===== src/rtl/bep_pkg.sv =====
// Shared biphase-mark definitions for the encoder and decoder: state encoding,
// parameter defaults and bit-counter sizing.
package bep_pkg;

    localparam int HALF_BIT_CYCLES_DEF = 4;
    localparam int PREAMBLE_BITS_DEF   = 8;

    typedef enum logic [1:0] {
        IDLE,
        PREAMBLE,
        DATA,
        PARITY
    } bep_state_t;

    // The bit counter must index both the preamble run and the 8 data bits.
    function automatic int bit_cnt_width(input int preamble_bits);
        int max_bits;
        max_bits = (preamble_bits > 8) ? preamble_bits : 8;
        return $clog2(max_bits);
    endfunction

endpackage


===== src/rtl/bep_halfbit_timer.sv =====
// Half-bit pacing: half_tick is high in the last cycle of every half-bit.
// Restart aligns the first tick to HALF_BIT_CYCLES cycles after the restart edge.
module bep_halfbit_timer
    import bep_pkg::*;
#(
    parameter int HALF_BIT_CYCLES = HALF_BIT_CYCLES_DEF
) (
    input  logic clk,
    input  logic rst,
    input  logic restart,
    input  logic enable,
    output logic half_tick
);

    localparam logic [7:0] RELOAD = 8'(HALF_BIT_CYCLES - 1);

    logic [7:0] cnt;

    assign half_tick = enable && (cnt == 8'd0);

    always_ff @(posedge clk or posedge rst) begin
        if (rst) begin
            cnt <= '0;
        end else if (restart || half_tick) begin
            cnt <= RELOAD;
        end else if (enable) begin
            cnt <= cnt - 8'd1;
        end
    end

endmodule


===== src/rtl/bep_encode.sv =====
// Biphase-mark serial encoder: preamble of '1's, data MSB first, even parity.
// Line toggles on the accepting edge; tx_ready only in IDLE or the last PARITY cycle.
module bep_encode
    import bep_pkg::*;
#(
    parameter int HALF_BIT_CYCLES = HALF_BIT_CYCLES_DEF,
    parameter int PREAMBLE_BITS   = PREAMBLE_BITS_DEF
) (
    input  logic       clk,
    input  logic       rst,
    input  logic [7:0] tx_data,
    input  logic       tx_valid,
    output logic       tx_ready,
    output logic       line_out,
    output logic       busy,
    output logic       tx_done
);

    localparam int               CNT_W     = bit_cnt_width(PREAMBLE_BITS);
    localparam logic [CNT_W-1:0] PRE_LAST  = CNT_W'(PREAMBLE_BITS - 1);
    localparam logic [CNT_W-1:0] DATA_LAST = CNT_W'(7);

    bep_state_t       state, state_nxt;
    logic [CNT_W-1:0] bit_cnt, bit_cnt_nxt;
    logic [7:0]       shreg, shreg_nxt;
    logic             parity_bit, parity_nxt;
    logic             phase, phase_nxt;
    logic             line_nxt, done_nxt;
    logic             half_tick, bit_end, accept, start_frame, cur_bit;

    bep_halfbit_timer #(
        .HALF_BIT_CYCLES(HALF_BIT_CYCLES)
    ) u_timer (
        .clk      (clk),
        .rst      (rst),
        .restart  (start_frame),
        .enable   (busy),
        .half_tick(half_tick)
    );

    // phase=1 means the second half of the current bit is in progress.
    assign busy        = (state != IDLE);
    assign bit_end     = half_tick && phase;
    assign tx_ready    = (state == IDLE) || ((state == PARITY) && bit_end);
    assign accept      = tx_valid && tx_ready;
    assign start_frame = accept && (state == IDLE);

    always_comb begin
        cur_bit = 1'b0;
        case (state)
            PREAMBLE: cur_bit = 1'b1;
            DATA:     cur_bit = shreg[7];
            PARITY:   cur_bit = parity_bit;
            default:  cur_bit = 1'b0;
        endcase
    end

    always_comb begin
        state_nxt   = state;
        bit_cnt_nxt = bit_cnt;
        shreg_nxt   = shreg;
        parity_nxt  = parity_bit;
        phase_nxt   = phase;
        line_nxt    = line_out;
        done_nxt    = 1'b0;

        if (accept) begin
            // A byte taken at the end of a parity bit chains straight into DATA.
            shreg_nxt   = tx_data;
            parity_nxt  = ^tx_data;
            bit_cnt_nxt = '0;
            phase_nxt   = 1'b0;
            line_nxt    = ~line_out;
            state_nxt   = (state == IDLE) ? PREAMBLE : DATA;
            done_nxt    = (state == PARITY);
        end else if (half_tick) begin
            if (!phase) begin
                phase_nxt = 1'b1;
                if (cur_bit) begin
                    line_nxt = ~line_out;
                end
            end else begin
                phase_nxt   = 1'b0;
                bit_cnt_nxt = bit_cnt + CNT_W'(1);
                line_nxt    = ~line_out;
                case (state)
                    PREAMBLE: begin
                        if (bit_cnt == PRE_LAST) begin
                            state_nxt   = DATA;
                            bit_cnt_nxt = '0;
                        end
                    end
                    DATA: begin
                        shreg_nxt = {shreg[6:0], 1'b0};
                        if (bit_cnt == DATA_LAST) begin
                            state_nxt   = PARITY;
                            bit_cnt_nxt = '0;
                        end
                    end
                    PARITY: begin
                        state_nxt   = IDLE;
                        bit_cnt_nxt = '0;
                        line_nxt    = line_out;
                        done_nxt    = 1'b1;
                    end
                    default: ;
                endcase
            end
        end
    end

    always_ff @(posedge clk or posedge rst) begin
        if (rst) begin
            state      <= IDLE;
            bit_cnt    <= '0;
            shreg      <= '0;
            parity_bit <= 1'b0;
            phase      <= 1'b0;
            line_out   <= 1'b0;
            tx_done    <= 1'b0;
        end else begin
            state      <= state_nxt;
            bit_cnt    <= bit_cnt_nxt;
            shreg      <= shreg_nxt;
            parity_bit <= parity_nxt;
            phase      <= phase_nxt;
            line_out   <= line_nxt;
            tx_done    <= done_nxt;
        end
    end

endmodule


===== config.mk =====
export PLATFORM = sky130hd
export DESIGN_NAME = bep_encode
export DESIGN_NICKNAME = d
export VERILOG_FILES = /design/src/rtl/bep_pkg.sv /design/src/rtl/bep_halfbit_timer.sv /design/src/rtl/bep_encode.sv
export SDC_FILE = /design/constraint.sdc
export NUM_CORES = 1
export LEC_CHECK = 0
export CAP_MARGIN = 5
export CORE_ASPECT_RATIO = 1.4
export CORE_MARGIN = 8
export CORE_UTILIZATION = 34
export DETAILED_ROUTE_END_ITERATION = 12
export DONT_BUFFER_PORTS = 1
export GPL_ROUTABILITY_DRIVEN = 0
export GPL_TIMING_DRIVEN = 0
export SLEW_MARGIN = 20
export SYNTH_ARGS = -nofsm -noshare
export SYNTH_HDL_FRONTEND = slang
export SYNTH_SLANG_ARGS = --single-unit

===== constraint.sdc =====
create_clock -name clk -period 2.2 [get_ports clk]
set_clock_uncertainty 0.15 [all_clocks]
set_input_delay 0 -clock clk [delete_from_list [all_inputs] [get_ports clk]]
set_output_delay 0 -clock clk [all_outputs]
set_load 0.01 [all_outputs]

==> impl_results.md, run 1 <==
* Status: completed
* Vias in the first global route at 1402
* Die Wd at approximately 75 um
* Remaining antenna violation count at 0
* WL met2 at about 2100 um
* Fillers at ~520
* Post-Syn Nets at ~200
* Largest net degree at the start of global routing at 26
* Lkg Pwr at 0.0008294 uW
* Reg2Reg Setup Slack at ~34 ps
* Ys Warns at 0
* Hold Path Class: primary input to register
* Post-detailed-routing wire length at slightly above 4000 um
* Max clock buf depth at 2
* Fin crit share at between 90% and 100%
* Post-place setup slack at -204.4 ps
* Power per cell area at 1071 nW/um^2
* Crit-path max cell delay at between 500 and 600 ps
* Number of synthesized flops with an enable pin at 0
* Top cells by area, synth: dfrtp_1 37%, ha_1 7.5%, xnor2_1 5.8%, mux2_2 5.4%, nand2_1 5.4%
* Via-per-instance ratio at 5.220
* VDD IR max at between 600 and 700 uV
* Critical path's top delay family: simple AND/OR/NAND/NOR gates
* # clock sinks at 25
* Primary FF master, synth: dfrtp_1
* First-pass GRT wire length at approximately 6700 um
* Gr usage total at a little under an eighth
* Buf/Inv on CP at 1
* Max Freq at between 0.4 and 0.5 GHz
* Crit path arrival time at 2180 ps
* Final setup margin at about 34 ps
* Worst Setup End Kind: register
* CP max FO at 4
* Slowest library cell on the worst path: or4b_4
* Final hold vios at 0
* Die Height at 99.00 um
* Synth top cells by count: 25 x dfrtp_1, 24 x nand2_1, 14 x nor2_1
* Measured slew at the worst slew-check pin at between 900 and 1000 ps
* Synth Register Bits at 25
* Initial antenna violation count at 0
* DR iter-0 viols at 25
* CTS Buf Count at 3
* H-tree Lvls at 1
* DR DRC count at 0
* Req. time, crit path at about 2200 ps
* Layout cells sized above 1 at 23.00%
* RSZ-0062 raised after global routing: true
* Final min period at approximately 2200 ps
* Clock root cell: clkbuf_8
* Gate Count Post-Synth at 175
* Max-cap viol count at 0
* Clock-pin slew of the registers on the worst-case setup and hold paths at about 80 ps
* I/O Pins at 15
* Count of cell types in the netlist at 44
* Total iterations of the first detailed-routing run at 4
* Site Rows at 30
* Initial core utilization at 34.82%
* Via count at 1378
* Final global-route overflow total at 0
* Die ar. at 7452 sq um
* Final setup violation count at 0
* Avg Cell Area, Syn at around 9.6 sq um
* Most common cell in the netlist: dfrtp_1
* Dominant cell type by area after synthesis: dfrtp_1
* Layout area overhead at 23.19%
* CTS tree: built
* Diode count at 0
* Port Buf Inserts at 0
* Async SR Flop Fraction at 100.0%
* WL per Instance at approximately 15 um
* Max-slew violation count at 0
* Cell Chain, Critical Path: inv_2 -> ha_4 -> or4b_4 -> o31ai_4 -> mux2_2
* Setup Crit Path Kind: register to register
* Worst-Skew Late Latency at around 270 ps
* Metal-1 WL at between 1500 and 2000 um
* Core Box Area at around 4800 sq um
* DP Wirelength at between 2000 and 3000 um
* WL met3 at 95 um
* Fin nets at about 220
* Uppermost layer routed: met4
* Sequential area share after synthesis at 37.40%
* Worst Setup Start Kind: register
* Mapped Area at roughly 1700 sq um
* Share of the synthesized area in the top cell type at around 37%
* Setup TNS Final at 0 ps
* Slew HR at 39.59%
[stage by stage]
| stage | utilization (%) | hold WS [ps] | instances | total power (uW) | instance area (sq um) |
|---|---|---|---|---|---|
| final | 42.89 | 38.15 | 264 | 2207 | 2061 |
| after global routing | 42.89 | 86.49 | 264 | 2374 | 2061 |
| after CTS | 41.17 | 39.54 | 258 | 2096 | 1978 |
| after detailed placement | 36.59 | -6.642 | 239 | 1737 | 1758 |
| after global placement | 36.59 | -8.135 | 239 | 1725 | 1758 |
| after floorplan | - | -122.7 | 175 | 1554 | 1678 |
[cells by family after synthesis]
| family | Yosys count | share of synthesized area, % |
|---|---|---|
| AO/OA/AOI/OAI | 36 | 15.48 |
| XOR/XNOR | 16 | 8.377 |
| adder cells (fa/ha/maj) | 10 | 7.479 |
| buffers and inverters | 15 | 3.889 |
| flip-flops | 25 | 37.40 |
| multiplexers | 8 | 5.385 |
| AND/OR/NAND/NOR | 65 | 21.99 |
[worst min-delay path: stages]
cell and delay, ps:
xnor2_1 50, xnor2_1 130, xnor2_1 110, mux2_2 130
[metal layers]
layer  track usage (%)  up-vias
met1             13.06      669
met5                 0        -
li1                  -      679
met4             6.389        0
met2             19.55       21
met3            0.6098        9
[layout make-up]
cell class                 instances  area, sq um  share of cell area (%)
inverter                           8        33.78                   1.639
buffer                             5        28.78                   1.396
tap                               64        80.08                   3.886
clock buffer                       4        45.04                   2.186
sequential                        25        626.9                   30.42
timing repair buffer              23        197.7                   9.593
multi-input combinational        135         1049                   50.88
[repair_timing]
item / in CTS / in global routing
endpoints found under the hold margin: 45 / 0
hold buffers: 10 / 0
buffers inserted: 6 / 6
cloned: 0 / 1
endpoints found under the setup margin: 15 / 12
resized for setup: 7 / 10
pin swaps: 2 / 5
[power breakdown]
part	switching, uW	total (uW)	internal [uW]	leakage [uW]
combinational	551	1100	549	0.000502
sequential	187	833	646	0.000305
clock	144	274	130	0.0000228
[state kept, by name, indices dropped and copies added (netlist names)]
register / count
line_out: 1
bit_cnt: 3
shreg: 8
parity_bit: 1
tx_done: 1
state: 2
phase: 1
u_timer.cnt: 8
[path summary, 6_finish.rpt]
path | start | end | cells after the start
worst max-delay path | state[1] | parity_bit | 5
worst min-delay path | tx_data[3] | parity_bit | 4
worst max register to register | state[1] | parity_bit | 5
worst min register to register | shreg[7] | shreg[7] | 1
max in group asynchronous | rst | state[0] | 2
min in group asynchronous | rst | u_timer.cnt[5] | 2
[cell usage in the layout, fill, tap and decap left out, types with 3 or more instances in the layout]
cell type,netlist,final
a21oi_1,5,5
o21ai_0,8,8
dlygate4sd3_1,0,10
xor2_1,5,5
dfrtp_1,25,24
ha_1,10,8
nor2_1,14,14
clkbuf_1,5,3
inv_1,7,3
o2111ai_1,9,8
clkbuf_8,0,3
mux2_2,8,7
xnor2_1,11,11
buf_4,0,13
nand4_1,7,7
nand2_1,24,24
inv_2,0,3
Power figures use the tool's default switching activity.
==> run 2, diff against run 1 <==
--- a/config.mk
+++ b/config.mk
@@ -8,12 +8,14 @@
 export CAP_MARGIN = 5
 export CORE_ASPECT_RATIO = 1.4
 export CORE_MARGIN = 8
-export CORE_UTILIZATION = 34
+export CORE_UTILIZATION = 56
 export DETAILED_ROUTE_END_ITERATION = 12
 export DONT_BUFFER_PORTS = 1
 export GPL_ROUTABILITY_DRIVEN = 0
 export GPL_TIMING_DRIVEN = 0
+export PLACE_DENSITY = 0.74
 export SLEW_MARGIN = 20
 export SYNTH_ARGS = -nofsm -noshare
 export SYNTH_HDL_FRONTEND = slang
+export SYNTH_HIERARCHICAL = 1
 export SYNTH_SLANG_ARGS = --single-unit
==> run 2 against run 1 <==
Net effect:
- the flow now finishes with violations (setup timing)
- wire length fell by 14%
- core utilization is 30 points higher
- critical path depth increased by 5
- global-route usage up 3.9 points
- synthesized area is 8.1% lower
- worst setup slack got worse by 140 ps
- sequential power is 45% lower
- non-clock buffer count rose by 2
- sequential share of layout area grew 2.5 points
- count of clock-buffer cells in the layout shrank 1
- critical path type unchanged
- critical endpoint is now state[1]
- largest cell class unchanged
- highest routed layer unchanged
==> impl_results.md, run 2 <==
* Post-Syn Nets at 174 (-11%)
* Most common cell in the netlist: dfrtp_1
* Most frequent cells in the layout: 24 x dfrtp_1, 17 x nand2_1, 11 x xnor2_1, 11 x dlygate4sd3_1, 11 x buf_4
* Final core utilization at 72.87% (+30 points)
* Core Box Area at 2615 sq um (-46%)
* Cell Chain, Critical Path: inv_2 -> ha_4 -> inv_4 -> buf_6 -> and3b_2 -> and3_4 -> a31o_4 -> and2_4 -> nor2_4 -> mux2_4
* Site Rows at 22 (-27%)
* Tot Pwr at 729.4 uW (-67%)
* Clock-pin slew of the registers on the worst-case setup and hold paths at 140 ps (+60 ps)
* Diode count at 0 (unchanged)
* Via-per-instance ratio at 5.623 (+7.7%)
* Die ar. at 4702 sq um (-37%)
* VDD IR max at 351.6 uV (-49%)
* Mapped Area at 1538 sq um (-8.1%)
* Final setup violation count at 10 (+10)
* Layout area overhead at 23.92%
* Failing checks: setup timing
* Via count at 1209 (-12%)
* Number of synthesized flops with an enable pin at 0 (unchanged)
* Slew HR at 54.54% (+15 points)
* Most common cell after layout, fill and taps aside: dfrtp_1
* DR DRC count at 0 (unchanged)
* Biggest regs: shreg (8), u_timer/cnt (8), bit_cnt (3)
* Sequential area share after synthesis at 40.68% (+3.3 points)
* CTS Buf Count at 3 (unchanged)
* Gr usage total at 15.21% (+3.9 points)
* Top cells by area, synth: dfrtp_1 41%, ha_1 8.1%, xnor2_1 6.3%, mux2i_1 5.9%, nand2_1 4.1%
* Max Freq at 0.4339 GHz (-6.0%)
* Fillers at 184 (-65%)
* Async SR Flop Fraction at 100.0% (unchanged)
* Synth top cells by count: 25 x dfrtp_1, 17 x nand2_1, 11 x xnor2_1
* Synth Register Bits at 25 (unchanged)
* DP Wirelength at 2214 um (-19%)
* Comb pwr share at 7.6% (-42 points)
* Primary FF master, synth: dfrtp_1
* Measured slew at the worst slew-check pin at 681.1 ps (-219.4 ps)
* Die Wd at 60.29 um (-20%)
* Total iterations of the first detailed-routing run at 4 (unchanged)
* Register area at 626.9 sq um (unchanged)
* Ys Warns at 6 (+6)
* Status: finished, violations left
* Remaining antenna violation count at 0 (unchanged)
* # clock sinks at 25 (unchanged)
* Largest net degree at the start of global routing at 18 (-31%)
* First-pass GRT wire length at 5658 um (-15%)
* Initial antenna violation count at 0 (unchanged)
* Clock root cell: clkbuf_4
* Buf/Inv on CP at 3 (+2)
* I/O Pins at 15 (unchanged)
* Avg Cell Area, Syn at 10.05 sq um (+5.1%)
* Sw Pwr at 172.6 uW (-80%)
* CP max FO at 3 (-1)
* Final hold vios at 0 (unchanged)
* Dpl cell area at 1619 sq um (-7.9%)
* Final setup margin at -104.6 ps (-139.1 ps)
* Max clock buf depth at 2 (unchanged)
* Share of the synthesized area in the top cell type at 40.68% (+3.3 points)
* Initial core utilization at 58.80% (+24 points)
* Max-slew violation count at 0 (unchanged)
* Count of cell types in the netlist at 45 (+2.3%)
* Worst Setup Start Kind: register
* DR iter-0 viols at 21 (-16%)
* Fin nets at 201 (-9.5%)
* Sequential fraction of design power at 63.0% (+25 points)
* Hold slack at 68.04 ps (+29.89 ps)
* RSZ-0062 raised after global routing: true
* Final min period at 2305 ps (+139.1 ps)
* WL per Instance at 16.07 um (+5.2%)
* Max-cap viol count at 0 (unchanged)
* Fin crit share at 104.8% (+6.3 points)
* Worst-Skew Late Latency at 330 ps (+60 ps)
* Crit-path max cell delay at 440 ps (-130 ps)
* Gate Count Post-Synth at 153 (-13%)
* Placed Cells at 189 (-21%)
* Vias in the first global route at 1251 (-11%)
* Clk network pwr share at 29.4% (+17 points)
* Post-detailed-routing wire length at 3455 um (-14%)
* H-tree Lvls at 1 (unchanged)
* Dominant cell type by area after synthesis: dfrtp_1
* Slowest library cell on the worst path: dfrtp_2
* Hold Path Class: primary input to async pin
* Die Height at 78 um (-21%)
* Crit path arrival time at 2380 ps (+200 ps)
* Non-filler instance count after layout at 215 (-19%)
* Final Cell Area at 1906 sq um (-7.5%)
* Switching part of the total power at 23.66% (-16 points)
* Multi-input gate area at 900.9 sq um (-14%)
* Final global-route overflow total at 0 (unchanged)
* CTS tree: built
* Req. time, crit path at 2270 ps (+60 ps)
* Power per cell area at 382.8 nW/um^2 (-64%)
* Internal power at 556.8 uW (-58%)
* Port Buf Inserts at 0 (unchanged)
* Worst Setup End Kind: register
* Critical path's top delay family: simple AND/OR/NAND/NOR gates
* Setup Crit Path Kind: register to register
* Layout cells sized above 1 at 26.26% (+3.3 points)
* Lkg Pwr at 0.0008482 uW (+2.3%)
==> run 2: kinds of logic after synthesis <==
| kind of cell | count (synthesis) | share of synthesized area (%) |
|---|---|---|
| xor gates and xnor gates | 12 | 6.835 |
| DFF | 25 | 40.68 |
| muxes | 11 | 7.323 |
| AOI/OAI and AO/OA | 33 | 14.89 |
| and+or+nand+nor | 45 | 15.38 |
| buffers and inverters | 17 | 6.753 |
| adders and majority gates | 10 | 8.137 |
==> run 2: metal layers <==
| layer | track usage, % | vias up | share of wire (%) | wire length, um |
|---|---|---|---|---|
| li1 | - | 586 | - | - |
| met5 | 0 | - | 0 | 0 |
| met2 | 27.36 | 23 | 56 | 1928 |
| met1 | 16.90 | 589 | 39 | 1345 |
| met4 | 5.516 | 0 | 2.6 | 89 |
| met3 | 2.475 | 11 | 2.6 | 91 |
==> run 2: final cells by class <==
cell class                      count  area share (%)
Buffer                              6           2.692
Clock buffer                        3           1.182
Clock inverter                      1          0.3940
Inverter                            9           1.904
Multi-Input combinational cell    111           47.28
Sequential cell                    25           32.90
Tap cell                           36           2.364
Timing Repair Buffer               24           11.29
==> run 2: worst register-to-register path, stage by stage, from the launching register on <==
cell and delay (ps):
dfrtp_2 440, inv_2 80, ha_4 150, inv_4 40
buf_6 110, and3b_2 210, and3_4 200, a31o_4 240
and2_4 180, nor2_4 110, mux2_4 300
==> run 2: worst paths after layout <==
check / startpoint / endpoint / slack, ps / depth (start not counted)
min in group clk: tx_data[2] / shreg[2] / 230 / 3
worst min-delay path: rst / shreg[0] / 70 / 2
max in group asynchronous: rst / u_timer/cnt[0] / 1120 / 3
worst max register to register: state[1] / state[1] / -100 / 10
worst max-delay path: state[1] / state[1] / -100 / 10
worst min register to register: bit_cnt[1] / bit_cnt[1] / 380 / 2
==> run 2: repair_timing <==
item,4_1_cts,5_1_grt
resized for setup,7,11
hold endpoints to repair,40,0
hold buffers,11,0
endpoints found under the setup margin,17,16
setup buffers,11,2
pin swaps,6,5
==> run 2: per-stage QoR <==
step,worst slack (ps),TNS (ps)
floorplan,-284.9,-2509
global placement,-403.3,-4442
detailed placement,-428.7,-5073
CTS,-135.5,-304.9
global route,-152.4,-1305
finish,-104.6,-489.7
==> run 2: power groups by stage <==
stage | sequential [uW] | combinational (uW) | clock, uW
finish | 460 | 55.7 | 214
floorplan | 468 | 28.4 | 0
global placement | 468 | 33.2 | 0
global route | 460 | 61.3 | 241
CTS | 460 | 53.7 | 223
detailed placement | 468 | 33.5 | 0
==> run 3, diff against run 2 <==
--- a/config.mk
+++ b/config.mk
@@ -7,13 +7,12 @@
 export LEC_CHECK = 0
 export CAP_MARGIN = 5
 export CORE_ASPECT_RATIO = 1.4
-export CORE_MARGIN = 8
 export CORE_UTILIZATION = 56
 export DETAILED_ROUTE_END_ITERATION = 12
 export DONT_BUFFER_PORTS = 1
 export GPL_ROUTABILITY_DRIVEN = 0
 export GPL_TIMING_DRIVEN = 0
-export PLACE_DENSITY = 0.74
+export PLACE_DENSITY_LB_ADDON = 0.05
 export SLEW_MARGIN = 20
 export SYNTH_ARGS = -nofsm -noshare
 export SYNTH_HDL_FRONTEND = slang
==> run 3 against run 2 <==
Net effect:
- the flow still finishes with violations (setup timing)
- clock power down 2%
- first-iteration DRC count up 52%
- cell area up 1.3%
- worst hold slack worse by 15 ps
- maximum frequency down 0.46%
- flip-flop and latch count unchanged
- core utilization up 0.96 points
- critical path depth unchanged
- final cell count down 0.47%
- critical endpoint unchanged
- largest cell class unchanged
==> impl_results.md, run 3 (synthesized netlist as in run 2, its figures left out) <==
* Clock-pin slew of the registers on the worst-case setup and hold paths at 140 ps (about the same)
* Gr usage total at 25.43% (+10 points)
* CTS Buf Count at 3 (unchanged)
* VDD IR max at 410.3 uV (+17%)
* Final min period at 2315 ps (+10.73 ps)
* Most common cell after layout, fill and taps aside: dfrtp_1
* Fillers at 196 (+6.5%)
* Switching part of the total power at 23.15% (-0.50 points)
* Die ar. at 2962 sq um (-37%)
* Post-place setup slack at -428.2 ps (+0.4900 ps)
* Slowest library cell on the worst path: dfrtp_2
* Final setup violation count at 12 (+2)
* Measured slew at the worst slew-check pin at 642.2 ps (-38.92 ps)
* CTS tree: built
* RSZ-0062 raised after global routing: true
* Sequential fraction of design power at 63.6% (+0.6 points)
* Multi-input gate area at 925.9 sq um (+2.8%)
* Final global-route overflow total at 0 (unchanged)
* Clk network pwr share at 29.0% (-0.4 points)
* Post-detailed-routing wire length at 3124 um (-9.6%)
* Total iterations of the first detailed-routing run at 4 (unchanged)
* Crit-path max cell delay at 450 ps (about the same)
* Final hold vios at 0 (unchanged)
* Buf/Inv on CP at 3 (unchanged)
* Cell Chain, Critical Path: inv_4 -> ha_4 -> inv_4 -> buf_6 -> and3b_2 -> and3_4 -> a31o_4 -> and2_4 -> nor2_4 -> mux2_4
* Initial core utilization at 58.80% (unchanged)
* Via-per-instance ratio at 5.593 (-0.53%)
* Max-slew violation count at 0 (unchanged)
* Tot Pwr at 722.8 uW (-0.90%)
* Via count at 1197 (-0.99%)
* Power per cell area at 374.4 nW/um^2 (-2.2%)
* Setup Crit Path Kind: register to register
* Remaining antenna violation count at 0 (unchanged)
* Fin crit share at 105.2% (+0.49 points)
* Most frequent CP cell: inv_4
* Site Rows at 22 (unchanged)
* Worst Setup End Kind: register
* Core Box Area at 2615 sq um (unchanged)
* Sw Pwr at 167.4 uW (-3.0%)
* Status: finished, violations left
* Crit path arrival time at 2390 ps (about the same)
* Final setup margin at -115.4 ps (-10.73 ps)
* # clock sinks at 25 (unchanged)
* Layout cells sized above 1 at 29.78% (+3.5 points)
* Comb pwr share at 7.4% (-0.2 points)
* Critical path's top delay family: simple AND/OR/NAND/NOR gates
* Layout area overhead at 25.55%
* CP max FO at 5 (+2)
* Largest net degree at the start of global routing at 18 (unchanged)
* Dpl cell area at 1619 sq um (unchanged)
* Fin nets at 200 (-0.50%)
* Internal power at 555.5 uW (-0.25%)
* Lkg Pwr at 0.0008616 uW (+1.6%)
* DR iter-0 viols at 32 (+52%)
* Port Buf Inserts at 0 (unchanged)
* Req. time, crit path at 2270 ps (about the same)
* WL per Instance at 14.60 um (-9.2%)
* Failing checks: setup timing
* I/O Pins at 15 (unchanged)
* Final Cell Area at 1931 sq um (+1.3%)
* Register area at 628.1 sq um (+0.20%)
* DR DRC count at 0 (unchanged)
* Hold slack at 53.06 ps (-14.98 ps)
* Slew HR at 57.14% (+2.6 points)
* Vias in the first global route at 1202 (-3.9%)
* Setup TNS Final at -514.2 ps (-24.54 ps)
* Max Freq at 0.4319 GHz (-0.46%)
* Max-cap viol count at 0 (unchanged)
* H-tree Lvls at 1 (unchanged)
* Clock root cell: clkbuf_4
* Worst-Skew Late Latency at 330 ps (about the same)
* Worst Setup Start Kind: register
* DP Wirelength at 2206 um (-0.36%)
* Die Wd at 46.29 um (-23%)
* First-pass GRT wire length at 5430 um (-4.0%)
* Most frequent cells in the layout: 23 x dfrtp_1, 17 x nand2_1, 11 x xnor2_1, 11 x dlygate4sd3_1, 10 x buf_4
* Max clock buf depth at 2 (unchanged)
* Initial antenna violation count at 0 (unchanged)
* Biggest regs: shreg (8), u_timer/cnt (8), bit_cnt (3)
* Diode count at 0 (unchanged)
* Die Height at 64 um (-18%)
* Hold Path Class: primary input to async pin
==> run 3: power by group through the flow <==
| stage | sequential, uW | combinational, uW | clock, uW |
|---|---|---|---|
| CTS | 460 | 53.9 | 219 |
| global route | 460 | 60.6 | 243 |
| detailed placement | 468 | 32.9 | 0 |
| floorplan | 468 | 28.4 | 0 |
| global placement | 468 | 33.0 | 0 |
| finish | 460 | 53.6 | 210 |
==> run 3: layer usage <==
| metal | part of all wire [%] | vias up | GRT usage (%) |
|---|---|---|---|
| li1 | - | 588 | - |
| met1 | 41 | 585 | 31.14 |
| met2 | 55 | 19 | 43.66 |
| met3 | 1.7 | 5 | 2.542 |
| met4 | 1.6 | 0 | 9.926 |
| met5 | 0 | - | 0 |
==> run 3: path summary, 6_finish.rpt <==
kind                            start             end  slack, ps  depth (start not counted)
min in group clk           tx_data[1]        shreg[1]        230                          3
min reg2reg                bit_cnt[1]      bit_cnt[1]        380                          2
max                          state[0]        state[1]       -120                         10
max in group asynchronous         rst  u_timer/cnt[0]       1130                          3
max reg2reg                  state[0]        state[1]       -120                         10
min                               rst        shreg[5]         50                          2
==> run 3: stage by stage <==
stage	cells	utilization, %
global placement	189	61.91
floorplan	153	-
CTS	212	71.82
detailed placement	189	61.91
finish	214	73.83
global route	214	73.83
==> run 3: worst reg2reg max path: stages, from the launching register on <==
cell	delay, ps
dfrtp_2	450
inv_4	70
ha_4	150
inv_4	40
buf_6	110
and3b_2	210
and3_4	200
a31o_4	250
and2_4	180
nor2_4	110
mux2_4	300
==> run 3: what timing repair did <==
| item | CTS | global route |
|---|---|---|
| buffers inserted | 11 | 2 |
| endpoints found under the hold margin | 39 | 0 |
| setup endpoints to repair | 17 | 16 |
| hold buffers | 11 | 0 |
| resized for setup | 23 | 8 |
| pin swaps | 13 | 4 |
==> run 3: final cells by class <==
type | instances | share of cell area [%]
plain buffers | 6 | 2.528
clock buffers | 3 | 1.167
clock inverters | 1 | 0.2592
inverters | 9 | 2.009
multi-input cells | 111 | 47.96
flip-flops and latches | 25 | 32.53
well taps | 36 | 2.333
repair buffers | 23 | 11.21
